### src/rtl/serial_adder.sv
// Bit-serial LSB-first adder: one full-adder cell plus carry flop, start/done handshake.
// Optional SERIAL_ADDER_OVF_EN adds a signed-overflow output held alongside sum.
module serial_adder #(
    parameter int WIDTH = 8
) (
    input  logic             clk,
    input  logic             rst,
    input  logic             start,
    input  logic [WIDTH-1:0] a,
    input  logic [WIDTH-1:0] b,
    input  logic             cin,
    output logic             busy,
    output logic             done,
    output logic [WIDTH-1:0] sum,
`ifdef SERIAL_ADDER_OVF_EN
    output logic             ovf,
`endif
    output logic             cout
);

    localparam int CW = $clog2(WIDTH);

    typedef enum logic [1:0] {
        IDLE  = 2'd0,
        SHIFT = 2'd1,
        DONE  = 2'd2
    } state_t;

    state_t           state_q, state_d;
    logic [CW-1:0]    count_q, count_d;
    logic             carry_q, carry_d;
    logic [WIDTH-1:0] ra_q, ra_d;
    logic [WIDTH-1:0] rb_q, rb_d;
    logic [WIDTH-1:0] sr_q, sr_d;
    logic [WIDTH-1:0] sum_q, sum_d;
    logic             cout_q, cout_d;
    logic             s_bit;
    logic             c_next;
`ifdef SERIAL_ADDER_OVF_EN
    logic             ovf_q, ovf_d;
`endif

    // The single full-adder cell shared by every bit position.
    always_comb begin
        s_bit  = ra_q[0] ^ rb_q[0] ^ carry_q;
        c_next = (ra_q[0] & rb_q[0]) | (ra_q[0] & carry_q) | (rb_q[0] & carry_q);
    end

    always_comb begin
        state_d = state_q;
        count_d = count_q;
        carry_d = carry_q;
        ra_d    = ra_q;
        rb_d    = rb_q;
        sr_d    = sr_q;
        sum_d   = sum_q;
        cout_d  = cout_q;
`ifdef SERIAL_ADDER_OVF_EN
        ovf_d   = ovf_q;
`endif
        case (state_q)
            SHIFT: begin
                carry_d = c_next;
                ra_d    = ra_q >> 1;
                rb_d    = rb_q >> 1;
                sr_d    = {s_bit, sr_q[WIDTH-1:1]};
                count_d = count_q + CW'(1);
                if (count_q == CW'(WIDTH - 1)) begin
                    state_d = DONE;
                    sum_d   = {s_bit, sr_q[WIDTH-1:1]};
                    cout_d  = c_next;
`ifdef SERIAL_ADDER_OVF_EN
                    // carry_q here is the carry into the MSB cell.
                    ovf_d   = carry_q ^ c_next;
`endif
                end
            end
            // DONE accepts a new start directly so back-to-back ops skip IDLE.
            IDLE, DONE: begin
                state_d = IDLE;
                if (start) begin
                    state_d = SHIFT;
                    ra_d    = a;
                    rb_d    = b;
                    carry_d = cin;
                    count_d = '0;
                    sr_d    = '0;
                end
            end
            default: state_d = IDLE;
        endcase
    end

    always_ff @(posedge clk) begin
        if (rst) begin
            state_q <= IDLE;
            count_q <= '0;
            carry_q <= 1'b0;
            ra_q    <= '0;
            rb_q    <= '0;
            sr_q    <= '0;
            sum_q   <= '0;
            cout_q  <= 1'b0;
`ifdef SERIAL_ADDER_OVF_EN
            ovf_q   <= 1'b0;
`endif
        end else begin
            state_q <= state_d;
            count_q <= count_d;
            carry_q <= carry_d;
            ra_q    <= ra_d;
            rb_q    <= rb_d;
            sr_q    <= sr_d;
            sum_q   <= sum_d;
            cout_q  <= cout_d;
`ifdef SERIAL_ADDER_OVF_EN
            ovf_q   <= ovf_d;
`endif
        end
    end

    assign busy = (state_q == SHIFT);
    assign done = (state_q == DONE);
    assign sum  = sum_q;
    assign cout = cout_q;
`ifdef SERIAL_ADDER_OVF_EN
    assign ovf  = ovf_q;
`endif

endmodule

### config.mk
export PLATFORM = sky130hd
export DESIGN_NAME = serial_adder
export DESIGN_NICKNAME = d
export VERILOG_FILES = /design/src/rtl/serial_adder.sv
export SDC_FILE = /design/constraint.sdc
export NUM_CORES = 1
export LEC_CHECK = 0
export CORE_ASPECT_RATIO = 1.2
export CORE_MARGIN = 5
export CORE_UTILIZATION = 51
export DETAILED_ROUTE_END_ITERATION = 6
export GPL_TIMING_DRIVEN = 0
export HOLD_SLACK_MARGIN = 0.15
export MAX_ROUTING_LAYER = met4
export PLACE_DENSITY = 0.9
export SLEW_MARGIN = 20
export SYNTH_ARGS = -nofsm -noshare
export SYNTH_HDL_FRONTEND = slang
export SYNTH_SLANG_ARGS = --single-unit
### constraint.sdc
create_clock -name clk -period 1.3 [get_ports clk]
set_input_delay 0.195 -clock clk [delete_from_list [all_inputs] [get_ports clk]]
set_output_delay 0.195 -clock clk [all_outputs]
set_load 0.03 [all_outputs]
Yosys cells after proc, flatten, opt, wreduce, memory -nomap -nowiden:

Index checks and enable logic that the tools add are counted.

* register bits after elaboration: 39
* memories: 0
* RAM bits: 0
* memory bits (read-only): 0
* latch bits: 0

* reductions and logical operators: 5
* equal/unequal tests: 5
* multipliers: 0
* shift operators: 0
* bitwise logic cells: 7
* add/subtract/negate cells: 1
* order comparisons: 0
* muxes and demuxes: 13
* div/mod/pow operators: 0

Operators with widths (number)
* case mux 8 bit (2 select lines): 3
* two-way mux 8 bit: 3
* case mux 3 bit (2 select lines): 1
* case mux 2 bit (2 select lines): 1
* AND reduction 2 bit: 2
* adder 3 x 1 -> 3 bit (second input constant): 1
* AND 1 bit: 3
* equality test 3 bit (second input constant): 1
* two-way mux 3 bit: 1
* equality test 2 x 1 -> 1 bit (second input constant): 1
* equality test 2 bit (second input constant): 1
* zero test 2 bit: 1
* two-way mux 1 bit: 2
* two-way mux 2 bit: 1
* != test 2 x 1 -> 1 bit (second input constant): 1
* != test 2 bit (second input constant): 1
* OR 1 bit: 2
* case mux 1 bit (2 select lines): 1
* nonzero test 2 bit: 1
* OR reduction 2 bit: 1
* bitwise XOR 1 bit: 2

Depth between registers and ports, before layout:

* depth after elaboration: 4
* mapped depth: 6

Least setup slack after synthesis:

No wires, ideal clock.

* kind: register -> output
* start point: register state_q[0]
* end point: output port done
* stages on the path, launching flop included: 4
* data required time: 1105 ps
* arrival time: 1101 ps
* path buffers: 2
* path slack: 4 ps
* path through: dfxtp_1 -> buf_6 -> buf_4 -> nor2b_1

* word-level cells in the longest chain between the ends: 1

RTL lines
* start: declaration: line 29 `state_t state_q, state_d;`
* start signal: assignment: line 108 `state_q <= state_d;`
* equality test 2 bit: line 123 `assign done = (state_q == DONE);`
* end: declaration: line 13 `output logic done,`

Every way passes these cells.

Final worst setup path:

Ends and elaborated chain as after synthesis.

==> impl_metrics.tcl <==
set metrics [dict create \
    fin_nets 252 \
    synthArstFlopShare 0 \
    crit_path_max_fanout 4 \
    r2r.worst_path.cells 6 \
    grt_pass1_vias 1468 \
    drc_errors 0 \
    grt_usage 0.187 \
    hold_class "primary input to flip-flop" \
    synth_fp_nets 197 \
    placed_area_um2 2040 \
    grt_pass1_wl_um 6580 \
    rrSetupSlack_ns -0.04 \
    setup.worst_path.start_class "flip-flop" \
    slew-limit-headroom 0.600 \
    worst_pin_slew_ns 0.601 \
    skew_ns 0.00452 \
    viasPerCell 5.70 \
    clk_pin_slew_ns 0.08 \
    most-common-layout-cells "dfxtp_1 (35), nand3_1 (21), nand2_1 (20), a21oi_1 (18), clkdlybuf4s50_1 (18)" \
    maxCapViolCount 0 \
    ctsRootBufferMaster "clkbuf_8" \
    insertion_delay_ns 0.30 \
    timing.rr.end "rb_q[5]" \
    clock_sinks 38 \
    critPathKind "flip-flop to output pin" \
    finalMaxSlewViolations 0 \
    finish.instance_area_um2 2420 \
    violations "negative setup slack" \
    syn-cell-area_um2 1700 \
    start_util 0.518 \
    wirelength_um 4530 \
    cellLeakagePower_nw 0.948 \
    dieHeight_um 73.3 \
    max_freq_mhz 747 \
    ctsHoldBuffers 0 \
    die_area_um2 4590 \
    drtIter0Drc 82 \
    synthFlopType "dfxtp_1" \
    syn_area_per_cell_um2 9.77 \
    portBuffers 29 \
    ys_ff_latch 38 \
    timing.final.ws_setup_ns -0.0383 \
    grt_max_degree 14 \
    core_um2 3280 \
    fin_util 0.739 \
    end_kind "output pin" \
    ys_seq_area_frac 0.447 \
    cts_buffers 5 \
    io_pins 31 \
    crit_arrival_ns 1.14 \
    antenna_found_initial 0 \
    whs_endpoint "rb_q[3]" \
    yosys_warnings 0 \
    detail_route.wl_per_cell_um 17.0 \
    ant_nets 0 \
    gp_congestion 0.794 \
    die_x_um 62.7 \
    synth-edff-count 0 \
    netlist_instances 174 \
    cp-startpoint "state_q[0]" \
    dp_hpwl_um 2550 \
    period_minus_slack_ns 1.34 \
    status "finished with violations" \
    vias 1521 \
    ir_drop_v 0.00144 \
    cts_buffer_depth 2 \
    p_per_area_nw_per_um2 1260 \
    drive_gt1_frac 0.317 \
    worstReg2RegStart "state_q[0]" \
    tns_ns -0.361 \
    grt_setup_unrepaired "true" \
    fin_crit_sh 1.03 \
    setup_viol 15 \
    worstHoldStart "rst" \
    rows 23 \
    finalHoldViolCount 0 \
    holdWs_ns 0.234 \
    syn_to_final_growth_pct 42.5 \
    synth_cell_types 23 \
    diodes 0 \
    h-tree-depth 2 \
    mostFrequentLayoutCell "dfxtp_1" \
    required_ns 1.11 \
    tritoncts "yes" \
    dr.pass1.iters 4 \
    whs_path_depth 2 \
    grt_overflow 0 \
]
-- worst max-delay path, cell delays in order, from the launching register on --
cell and delay, ns:
dfxtp_4 0.36, buf_6 0.13, buf_12 0.12, nor2b_4 0.10, buf_6 0.13
-- sequential cells by signal, indices dropped and copies added, names as in the netlist --
register	cells
sr_q	7
rb_q	8
cout	1
ra_q	8
count_q	3
carry_q	1
state_q	2
sum	8
-- metal layers --
layer  global-route usage  wire length (um)
met3               0.0566               168
met4               0.0920                83
met1                0.201              1910
met2                0.316              2370
met5                    -                 0
-- cells in the mapped netlist, types with 3 or more instances --
cell | count | share of area
dfxtp_1 | 38 | 0.45
buf_4 | 4 | 0.018
nand3_1 | 21 | 0.062
nor3_1 | 7 | 0.021
a211oi_1 | 5 | 0.022
a211oi_2 | 10 | 0.074
nand2_1 | 20 | 0.044
a21oi_1 | 21 | 0.062
buf_6 | 3 | 0.020
mux2i_1 | 15 | 0.088
buf_2 | 3 | 0.0088
clkbuf_1 | 5 | 0.011
nor3_2 | 8 | 0.047
-- timing repair --
action | in CTS | in global routing
setup buffers | 3 | 13
cloned | 0 | 3
gates resized for setup | 35 | 23
setup endpoints to repair | 22 | 26
endpoints found under the hold margin | 0 | 0
pin swaps | 1 | 8
-- worst max-delay path by stage --
stage / slack, ns / end
finish: -0.04 / done
global route: -0.10 / ra_q[4]
CTS: -0.07 / done
global placement: -0.43 / busy
detailed placement: -0.43 / busy
floorplan: 0.004 / done
-- stage by stage --
step	setup slack, ns	power (mW)	std cells
6_report	-0.0383	3.05	267
5_1_grt	-0.105	3.17	267
4_1_cts	-0.0750	2.95	251
3_5_place_dp	-0.429	1.74	240
3_3_place_gp	-0.433	1.73	240
2_1_floorplan	0.00379	1.61	174
-- cells by family (layout without fill, tap and decap cells) --
group,count (synthesis),count (layout),share of synthesized area
buffers and inverters,16,72,0.0596
adders and majority gates,3,3,0.0265
DFF,38,38,0.447
AOI/OAI and AO/OA,37,37,0.162
and+or+nand+nor,65,65,0.216
muxes,15,15,0.0883
-- final cells by class --
class,count,area [um^2]
clock inverters,3,68.8
clock buffers,5,68.8
multi-input cells,120,872
inverters,1,8.76
flip-flops and latches,38,767
repair buffers,48,450
fillers,233,857
well taps,37,46.3
plain buffers,15,141
-- report_power, final --
part           switching [mW]  internal [mW]  leakage (nW)
clock                   0.439          0.769        0.0683
sequential             0.0469           1.23         0.312
combinational           0.274          0.295         0.567
(Power assumes the default switching activity.)
